**src/rtl/l1_pkg.sv**
```systemverilog
// Shared definitions for the L1 DMA engine: command opcodes,
// AXI encodings and the controller state encoding.
package l1_pkg;

    typedef enum logic [1:0] {
        OP_REFILL_I = 2'd0,
        OP_REFILL_D = 2'd1,
        OP_WB_D     = 2'd2,
        OP_RSVD     = 2'd3
    } dma_op_e;

    typedef enum logic [2:0] {
        ST_IDLE = 3'd0,
        ST_AR   = 3'd1,
        ST_R    = 3'd2,
        ST_AW   = 3'd3,
        ST_W    = 3'd4,
        ST_B    = 3'd5,
        ST_DONE = 3'd6
    } dma_state_e;

    localparam logic [1:0] AXI_BURST_INCR = 2'b01;
    localparam logic [1:0] AXI_RESP_OKAY  = 2'b00;

endpackage

```
**src/rtl/l1_dma_engine.sv**
```systemverilog
// AXI4 burst master for the L1 memories: refills inst_mem/data_mem
// from AXI read bursts and writes data_mem back with AXI write bursts.
module l1_dma_engine
    import l1_pkg::*;
#(
    parameter int DATA_WIDTH      = 32,
    parameter int ADDR_WIDTH      = 32,
    parameter int READ_BURST_LEN  = 8,
    parameter int WRITE_BURST_LEN = 8
) (
    input  logic                    cpu_clk,
    input  logic                    cpu_rst,
    input  logic                    cmd_valid,
    output logic                    cmd_ready,
    input  logic [1:0]              cmd_op,
    input  logic [ADDR_WIDTH-1:0]   cmd_local_addr,
    input  logic [ADDR_WIDTH-1:0]   cmd_ext_addr,
    output logic                    done,
    output logic                    err,
    output logic [ADDR_WIDTH-1:0]   dma_inst_mem_waddr,
    output logic [DATA_WIDTH-1:0]   dma_inst_mem_wdata,
    output logic                    inst_mem_write,
    output logic [ADDR_WIDTH-1:0]   dma_data_mem_raddr,
    input  logic [DATA_WIDTH-1:0]   data_mem_rdata,
    output logic                    data_mem_read_ctrl_by,
    output logic [ADDR_WIDTH-1:0]   dma_data_mem_waddr,
    output logic [DATA_WIDTH-1:0]   dma_data_mem_wdata,
    output logic                    data_mem_write,
    output logic                    data_mem_write_ctrl_by,
    output logic [ADDR_WIDTH-1:0]   m_axi_araddr,
    output logic [7:0]              m_axi_arlen,
    output logic [2:0]              m_axi_arsize,
    output logic [1:0]              m_axi_arburst,
    output logic                    m_axi_arvalid,
    input  logic                    m_axi_arready,
    input  logic [DATA_WIDTH-1:0]   m_axi_rdata,
    input  logic [1:0]              m_axi_rresp,
    input  logic                    m_axi_rlast,
    input  logic                    m_axi_rvalid,
    output logic                    m_axi_rready,
    output logic [ADDR_WIDTH-1:0]   m_axi_awaddr,
    output logic [7:0]              m_axi_awlen,
    output logic [2:0]              m_axi_awsize,
    output logic [1:0]              m_axi_awburst,
    output logic                    m_axi_awvalid,
    input  logic                    m_axi_awready,
    output logic [DATA_WIDTH-1:0]   m_axi_wdata,
    output logic [DATA_WIDTH/8-1:0] m_axi_wstrb,
    output logic                    m_axi_wlast,
    output logic                    m_axi_wvalid,
    input  logic                    m_axi_wready,
    input  logic [1:0]              m_axi_bresp,
    input  logic                    m_axi_bvalid,
    output logic                    m_axi_bready
);

    localparam int BYTES = DATA_WIDTH / 8;
    localparam int MAXB  = (READ_BURST_LEN > WRITE_BURST_LEN) ?
                           READ_BURST_LEN : WRITE_BURST_LEN;
    localparam int BW    = $clog2(MAXB) + 1;

    localparam logic [BW-1:0] R_LAST = BW'(READ_BURST_LEN - 1);
    localparam logic [BW-1:0] R_END  = BW'(READ_BURST_LEN);
    localparam logic [BW-1:0] W_LAST = BW'(WRITE_BURST_LEN - 1);

    dma_state_e            state_q, state_d;
    dma_op_e               op_q;
    logic [ADDR_WIDTH-1:0] local_q;
    logic [ADDR_WIDTH-1:0] ext_q;
    logic [BW-1:0]         beat_q;
    logic                  err_q;

    logic                  accept;
    logic                  r_fire;
    logic                  r_in;
    logic                  w_fire;
    logic [ADDR_WIDTH-1:0] word_addr;

    assign accept    = cmd_valid && (state_q == ST_IDLE);
    assign r_fire    = (state_q == ST_R) && m_axi_rvalid;
    assign r_in      = beat_q < R_END;
    assign w_fire    = (state_q == ST_W) && m_axi_wready;
    assign word_addr = local_q
                     + ADDR_WIDTH'(beat_q) * ADDR_WIDTH'(BYTES);

    assign m_axi_arlen   = 8'(READ_BURST_LEN - 1);
    assign m_axi_arsize  = 3'($clog2(BYTES));
    assign m_axi_arburst = AXI_BURST_INCR;
    assign m_axi_awlen   = 8'(WRITE_BURST_LEN - 1);
    assign m_axi_awsize  = 3'($clog2(BYTES));
    assign m_axi_awburst = AXI_BURST_INCR;

    // State register
    always_ff @(posedge cpu_clk or posedge cpu_rst) begin
        if (cpu_rst) state_q <= ST_IDLE;
        else         state_q <= state_d;
    end

    // Command latch, beat counter and sticky error flag
    always_ff @(posedge cpu_clk or posedge cpu_rst) begin
        if (cpu_rst) begin
            op_q    <= OP_REFILL_I;
            local_q <= '0;
            ext_q   <= '0;
            beat_q  <= '0;
            err_q   <= 1'b0;
        end else begin
            if (accept) begin
                op_q    <= dma_op_e'(cmd_op);
                local_q <= cmd_local_addr;
                ext_q   <= cmd_ext_addr;
                beat_q  <= '0;
                err_q   <= (cmd_op == OP_RSVD);
            end
            if (r_fire) begin
                if (r_in)
                    beat_q <= beat_q + 1'b1;
                if (m_axi_rresp != AXI_RESP_OKAY)
                    err_q <= 1'b1;
                // rlast must coincide exactly with the final beat
                if (m_axi_rlast ? (beat_q != R_LAST) : (beat_q >= R_LAST))
                    err_q <= 1'b1;
            end
            if (w_fire)
                beat_q <= beat_q + 1'b1;
            if ((state_q == ST_B) && m_axi_bvalid
                && (m_axi_bresp != AXI_RESP_OKAY))
                err_q <= 1'b1;
        end
    end

    // Next-state and output decode
    always_comb begin
        state_d                = state_q;
        cmd_ready              = 1'b0;
        done                   = 1'b0;
        err                    = 1'b0;
        m_axi_araddr           = '0;
        m_axi_arvalid          = 1'b0;
        m_axi_rready           = 1'b0;
        m_axi_awaddr           = '0;
        m_axi_awvalid          = 1'b0;
        m_axi_wdata            = '0;
        m_axi_wstrb            = '0;
        m_axi_wlast            = 1'b0;
        m_axi_wvalid           = 1'b0;
        m_axi_bready           = 1'b0;
        dma_inst_mem_waddr     = '0;
        dma_inst_mem_wdata     = '0;
        inst_mem_write         = 1'b0;
        dma_data_mem_waddr     = '0;
        dma_data_mem_wdata     = '0;
        data_mem_write         = 1'b0;
        dma_data_mem_raddr     = '0;
        data_mem_write_ctrl_by = (state_q != ST_IDLE) && (op_q == OP_REFILL_D);
        data_mem_read_ctrl_by  = (state_q != ST_IDLE) && (op_q == OP_WB_D);
        unique case (state_q)
            ST_IDLE: begin
                cmd_ready = 1'b1;
                if (cmd_valid) begin
                    unique case (dma_op_e'(cmd_op))
                        OP_REFILL_I, OP_REFILL_D: state_d = ST_AR;
                        OP_WB_D:                  state_d = ST_AW;
                        default:                  state_d = ST_DONE;
                    endcase
                end
            end
            ST_AR: begin
                m_axi_arvalid = 1'b1;
                m_axi_araddr  = ext_q;
                if (m_axi_arready) state_d = ST_R;
            end
            ST_R: begin
                m_axi_rready = 1'b1;
                if (op_q == OP_REFILL_I) begin
                    dma_inst_mem_waddr = word_addr;
                    dma_inst_mem_wdata = m_axi_rdata;
                    inst_mem_write     = r_fire && r_in;
                end else begin
                    dma_data_mem_waddr = word_addr;
                    dma_data_mem_wdata = m_axi_rdata;
                    data_mem_write     = r_fire && r_in;
                end
                if (r_fire && m_axi_rlast) state_d = ST_DONE;
            end
            ST_AW: begin
                m_axi_awvalid = 1'b1;
                m_axi_awaddr  = ext_q;
                if (m_axi_awready) state_d = ST_W;
            end
            ST_W: begin
                m_axi_wvalid       = 1'b1;
                dma_data_mem_raddr = word_addr;
                m_axi_wdata        = data_mem_rdata;
                m_axi_wstrb        = '1;
                m_axi_wlast        = (beat_q == W_LAST);
                if (w_fire && (beat_q == W_LAST)) state_d = ST_B;
            end
            ST_B: begin
                m_axi_bready = 1'b1;
                if (m_axi_bvalid) state_d = ST_DONE;
            end
            ST_DONE: begin
                done    = 1'b1;
                err     = err_q;
                state_d = ST_IDLE;
            end
            default: state_d = ST_IDLE;
        endcase
    end

endmodule

```
**config.mk**
```make
export PLATFORM = sky130hd
export DESIGN_NAME = l1_dma_engine
export DESIGN_NICKNAME = d
export VERILOG_FILES = /design/src/rtl/l1_pkg.sv /design/src/rtl/l1_dma_engine.sv
export SDC_FILE = /design/constraint.sdc
export NUM_CORES = 1
export LEC_CHECK = 0
export CORE_AREA = 8 8 165 167
export CTS_CLUSTER_SIZE = 28
export DETAILED_ROUTE_END_ITERATION = 8
export DIE_AREA = 0 0 173 175
export PLACE_DENSITY = 0.73
export SETUP_SLACK_MARGIN = 0.3
export SLEW_MARGIN = 20
export SYNTH_ARGS = -nofsm -noshare
export SYNTH_HDL_FRONTEND = slang
export SYNTH_SLANG_ARGS = --single-unit
```
**constraint.sdc**
```tcl
create_clock -name cpu_clk -period 5.65 [get_ports cpu_clk]
set_input_delay 0.565 -clock cpu_clk [delete_from_list [all_inputs] [get_ports cpu_clk]]
set_output_delay 0.565 -clock cpu_clk [all_outputs]
set_load 0.02 [all_outputs]
```
Word-level counts from Yosys, hierarchy flattened --
Cells that the tools add are included.
Word-level totals: output and inout bits 299, word-level logic and storage cells 91, register bits 74
Cells by class: $add $sub $neg 2, equal/unequal tests 19, reduce and logical (&&, ||, !) cells 18, mux-type cells 44, $lt $le $gt $ge 2
Operator list (number):
- 32-bit 2-to-1 mux | 12
- 32-bit by 6-bit adder with 32-bit output | 1
- 4-bit 2-to-1 mux | 5
- 1-bit 2-to-1 mux | 19
- 3-bit 2-to-1 mux | 6
- 3-bit case mux with 6 select lines | 1
- 1-bit logical AND | 10
- 3-bit equality test, second input constant | 3
- 2-bit inequality test, second input constant | 4
- 2-bit equality test, second input constant | 3
- 3-bit by 2-bit equality test with 1-bit output, second input constant | 2
- 3-bit case mux with 2 select lines | 1
- 6-bit AND reduction | 1
- 4-bit by 1-bit adder with 4-bit output, second input constant | 1
- 2-bit by 1-bit equality test with 1-bit output, second input constant | 2
- 4-bit by 3-bit equality test with 1-bit output, second input constant | 1
- 4-bit by 3-bit greater-or-equal comparator with 1-bit output, second input constant | 1
- 2-bit logical NOT | 2
- 4-bit less-than comparator, second input constant | 1
- 2-bit by 1-bit inequality test with 1-bit output, second input constant | 2
- 4-bit by 3-bit inequality test with 1-bit output, second input constant | 1
- 2-bit nonzero test | 2
- 3-bit by 1-bit equality test with 1-bit output, second input constant | 1
- 3-bit logical NOT | 1
- 2 further kinds | 2

Logic depth before layout (Yosys ltp) --
word-level depth 7, mapped depth 8

Least setup slack after synthesis --
Ideal clock, no wire load.
path kind flip-flop to output port, start reg beat_q[0], end out dma_data_mem_raddr[20], stages on the path, launching flop included 8, arrival 2.535 ns, buffers on the path 0, slack 2.550 ns, required time 5.085 ns, path through dfrtp_1 ha_1 inv_1 fa_1 nand2b_1 a21o_1 nor4_1 mux2i_1
On the way: longest elaborated chain between the ends 2
RTL lines:
- start: declaration | RTL line l1_dma_engine.sv:70 | logic [BW-1:0] beat_q;
- start signal: assignment | RTL line l1_dma_engine.sv:117 | beat_q <= beat_q + 1'b1;
- start signal: assignment | RTL line l1_dma_engine.sv:125 | beat_q <= beat_q + 1'b1;
- 32-bit by 6-bit adder with 32-bit output | RTL line l1_dma_engine.sv:84 | + ADDR_WIDTH'(beat_q) * ADDR_WIDTH'(BYTES);
- 32-bit 2-to-1 mux | RTL line l1_dma_engine.sv:157 | unique case (state_q)
- end: declaration | RTL line l1_dma_engine.sv:23 | output logic [ADDR_WIDTH-1:0] dma_data_mem_raddr,
Every way passes these cells.

Worst setup path after layout --
start reg beat_q[0], end out dma_data_mem_waddr[22]
On the way: longest elaborated chain between the ends 3
RTL lines:
- 32-bit by 6-bit adder with 32-bit output | RTL line l1_dma_engine.sv:84
- 32-bit 2-to-1 mux | RTL line l1_dma_engine.sv:175 | if (op_q == OP_REFILL_I) begin
- 32-bit 2-to-1 mux | RTL line l1_dma_engine.sv:157
- end: declaration | RTL line l1_dma_engine.sv:26 | output logic [ADDR_WIDTH-1:0] dma_data_mem_waddr,
Every way passes these cells.

==> results.ini <==
[placed_design]
gp_congestion=0.847
port_buffers=415
dp_hpwl_um=23400
dpl_worst_slack_ns=1.75

[worst_hold_path]
min_path_cells=2
hold_path_startpoint=ext_q[8]$_DFFE_PP0P_
worstHoldPathType=flop to flop
holdPathEnd=ext_q[8]$_DFFE_PP0P_

[logic_synthesis]
yosys.area.top_type_share_pct=30.5
yosys-top-cells-area=sky130_fd_sc_hd__dfrtp_1 (31%), sky130_fd_sc_hd__nand2_1 (14%), sky130_fd_sc_hd__and2_1 (10%)
ys_seq_elements=74
mappedNetlistArea_sq_um=6060
synth_top_cell_by_area=sky130_fd_sc_hd__dfrtp_1
synth_ff_type=sky130_fd_sc_hd__dfrtp_1
syn_inst=834
most_numerous_cell_types_in_the_synthesized_netlist=sky130_fd_sc_hd__nand2_1 (231), sky130_fd_sc_hd__and2_1 (100), sky130_fd_sc_hd__dfrtp_1 (74)
ys_warn_count=0
synth.yosys.seq_area_share_pct=30.5
synth.lib_cells_used.distinct=57
most_frequent_cell_after_synthesis=sky130_fd_sc_hd__nand2_1
edff_count_synth=0
synth-async-reset-ratio_pct=100
postSynthAreaPerCell_sq_um=7.27

[worst_setup_path]
critical_path.reg2reg.endpoint=beat_q[2]$_DFF_PP0_
crit_type=flop to primary output
critical_path_required_ns=5.09
endpoint_kind=primary output
r2r-start=state_q[2]$_DFFE_PP0P_
start_kind=flop
worst_endpoint_data_arrival_time_ns=3.69
worstPathMaxFanout=18
timing.reg2reg.setup_slack_ns=2.32
worst_reg_to_reg_path_cell_count=6

[detailed_routing]
initialDrtViolationCount=585
avgViaCountPerCell=4.61
detail-route-antenna-nets=0
wl_um=29600
drtPass1Iterations=5
avgRoutedWirePerCell_um=19.2
route.vias.total=7091
remaining_drc_errors=0

[global_route]
first_global_vias=7345
grt_start_max_net_pins=72
grt_remaining_overflow=0
grt_pass1_wl_um=45600
antenna_found_initial=2
globalRouteTotalUtil_pct=18.9

[die]
die_boundary_height_um=175
dieWidth_um=173
floorplan.initialDensity_pct=24.6
row_count=58
boundaryPins=442
core_sq_um=24700
floorplan.die_area_sq_um=30300

[sta]
tns_ns=0
post-route-period-util_pct=75.3
finalSetupViolCount=0
hold_viol_final=0
achievable_clock_frequency_ghz=0.235
fin_worst_skew_ns=0.00874
slew_viol_final=0
layout_min_cycle_time_ns=4.25
rsz0062_at_grt=no
final_ws_setup_ns=1.40
timing.max_slew.rel_slack_pct=27.6
timing_worst_slew_pin_value_ns=1.08

[clocking]
clockBufferDepth=2
cts_buffers=9
insertion_delay_ns=0.34
post-cts-setup-buffers=0
clock-sinks=74
clk_transition_reported_paths_ns=0.07
hold_buffers=0
clockRootBuffer=sky130_fd_sc_hd__clkbuf_16
cts_tree=built
cts_repair_resize_count=0
cts-htree-levels=3

[power]
netSwitchingFraction_pct=49.6
seq_power_share_pct=23.8
power.share.combinational_pct=63.6
cell_internal_pwr_mw=2.28
p_sw_mw=2.24
power.density_cell_area_nw_per_um2=428
leakagePower_nw=4.47
worst_ir_drop_vdd_mv=0.199
clock_power_share_pct=12.7

[status]
run_status=finished, final reports clean

[layout]
layout-area-overhead-vs-synth_pct=74.1
layout-drive-gt1-share_pct=4.23
finish.net_count=1350

[flow_run]
maximum_capacitance_violations=0

-- placed cells by master (no fill, tap or decap), drive strengths merged, types with 4 or more instances in the layout --
cell type and instances:
buf 10, nand4 6, o21ai 12, clkdlybuf4s50 415
ha 5, and4 5, or4 12, conb 26
dfrtp 74, or3 15, nor2 31, and3 74
a211oi 4, nand2b 7, mux2i 17, and2 100
o31ai 14, clkinv 4, nor4 4, inv 15
nand2 231, clkbuf 9, a21oi 52, a21o 4
nand3 14, nor3 9
-- worst max-delay path, cell delays in order (launching register included) --
cell                              delay [ns]
sky130_fd_sc_hd__dfrtp_1                0.40
sky130_fd_sc_hd__ha_1                   0.20
sky130_fd_sc_hd__inv_1                  0.06
sky130_fd_sc_hd__fa_1                   0.39
sky130_fd_sc_hd__nand2b_1               0.23
sky130_fd_sc_hd__a21o_1                 0.39
sky130_fd_sc_hd__nor4_1                 0.77
sky130_fd_sc_hd__mux2i_1                0.26
sky130_fd_sc_hd__clkdlybuf4s50_1        0.63
-- cells by family (layout without fill, tap and decap cells) --
group           after synthesis  count (layout)  share of synthesized area, %
fa+ha+maj                     6               6                          1.36
buf+inv                     106             454                          9.68
compound gates              101             101                          10.0
mux                          19              19                          3.18
xor+xnor                      6               6                         0.867
other cells                   2              27                         0.124
simple gates                520             520                          44.2
flops                        74              74                          30.5
-- worst max-delay path by stage --
stage | start | slack, ns | cells after the start | end
6_report | beat_q[0]$_DFF_PP0_ | 1.40 | 8 | dma_data_mem_waddr[22]
5_1_grt | beat_q[0]$_DFF_PP0_ | 1.09 | 8 | dma_data_mem_waddr[20]
4_1_cts | beat_q[0]$_DFF_PP0_ | 1.36 | 8 | dma_data_mem_waddr[20]
3_5_place_dp | beat_q[0]$_DFF_PP0_ | 1.75 | 8 | dma_data_mem_waddr[20]
3_3_place_gp | beat_q[0]$_DFF_PP0_ | 1.84 | 8 | dma_data_mem_raddr[20]
2_1_floorplan | beat_q[0]$_DFF_PP0_ | 2.55 | 7 | dma_data_mem_raddr[20]
-- routing by layer --
| layer | vias to the layer above | wire length [um] | GRT usage, % |
|---|---|---|---|
| met5 | - | 13 | 0 |
| met4 | 2 | 278 | 3.67 |
| met3 | 24 | 2620 | 6.52 |
| met2 | 287 | 14400 | 32.3 |
| met1 | 3302 | 12300 | 22.8 |
| li1 | 3476 | - | - |
-- state kept, by name, indices dropped and copies added (netlist names) --
register and cells:
beat_q 4, err_q 1, ext_q 32, local_q 32, op_q 2, state_q 3
-- power by group through the flow --
| stage | sequential [mW] | clock, mW | combinational (mW) |
|---|---|---|---|
| final | 1.07 | 0.573 | 2.87 |
| after global routing | 1.13 | 0.616 | 3.13 |
| after CTS | 1.07 | 0.597 | 2.91 |
| after detailed placement | 1.08 | 0 | 2.90 |
| after global placement | 1.07 | 0 | 2.86 |
| after floorplan | 0.935 | 0 | 1.76 |
-- stage by stage --
step | hold WS (ns) | cells | total power, mW | area (sq um) | utilization [%]
global placement | 0.469 | 1520 | 3.93 | 10300 | 41.6
global route | 0.520 | 1536 | 4.87 | 10600 | 42.8
floorplan | 0.451 | 858 | 2.69 | 6150 | -
finish | 0.487 | 1537 | 4.52 | 10600 | 42.8
CTS | 0.491 | 1536 | 4.58 | 10600 | 42.8
detailed placement | 0.473 | 1520 | 3.97 | 10300 | 41.6
-- area by class of cell --
| class | instances | area (sq um) |
|---|---|---|
| timing repair buffer | 425 | 4230 |
| inverter | 13 | 50.0 |
| clock inverter | 7 | 58.8 |
| tap | 330 | 413 |
| sequential | 74 | 1850 |
| multi-input combinational | 678 | 3730 |
| clock buffer | 9 | 225 |
| antenna | 1 | 2.50 |
| fill | 2503 | 14100 |
(Power assumes the default switching activity.)
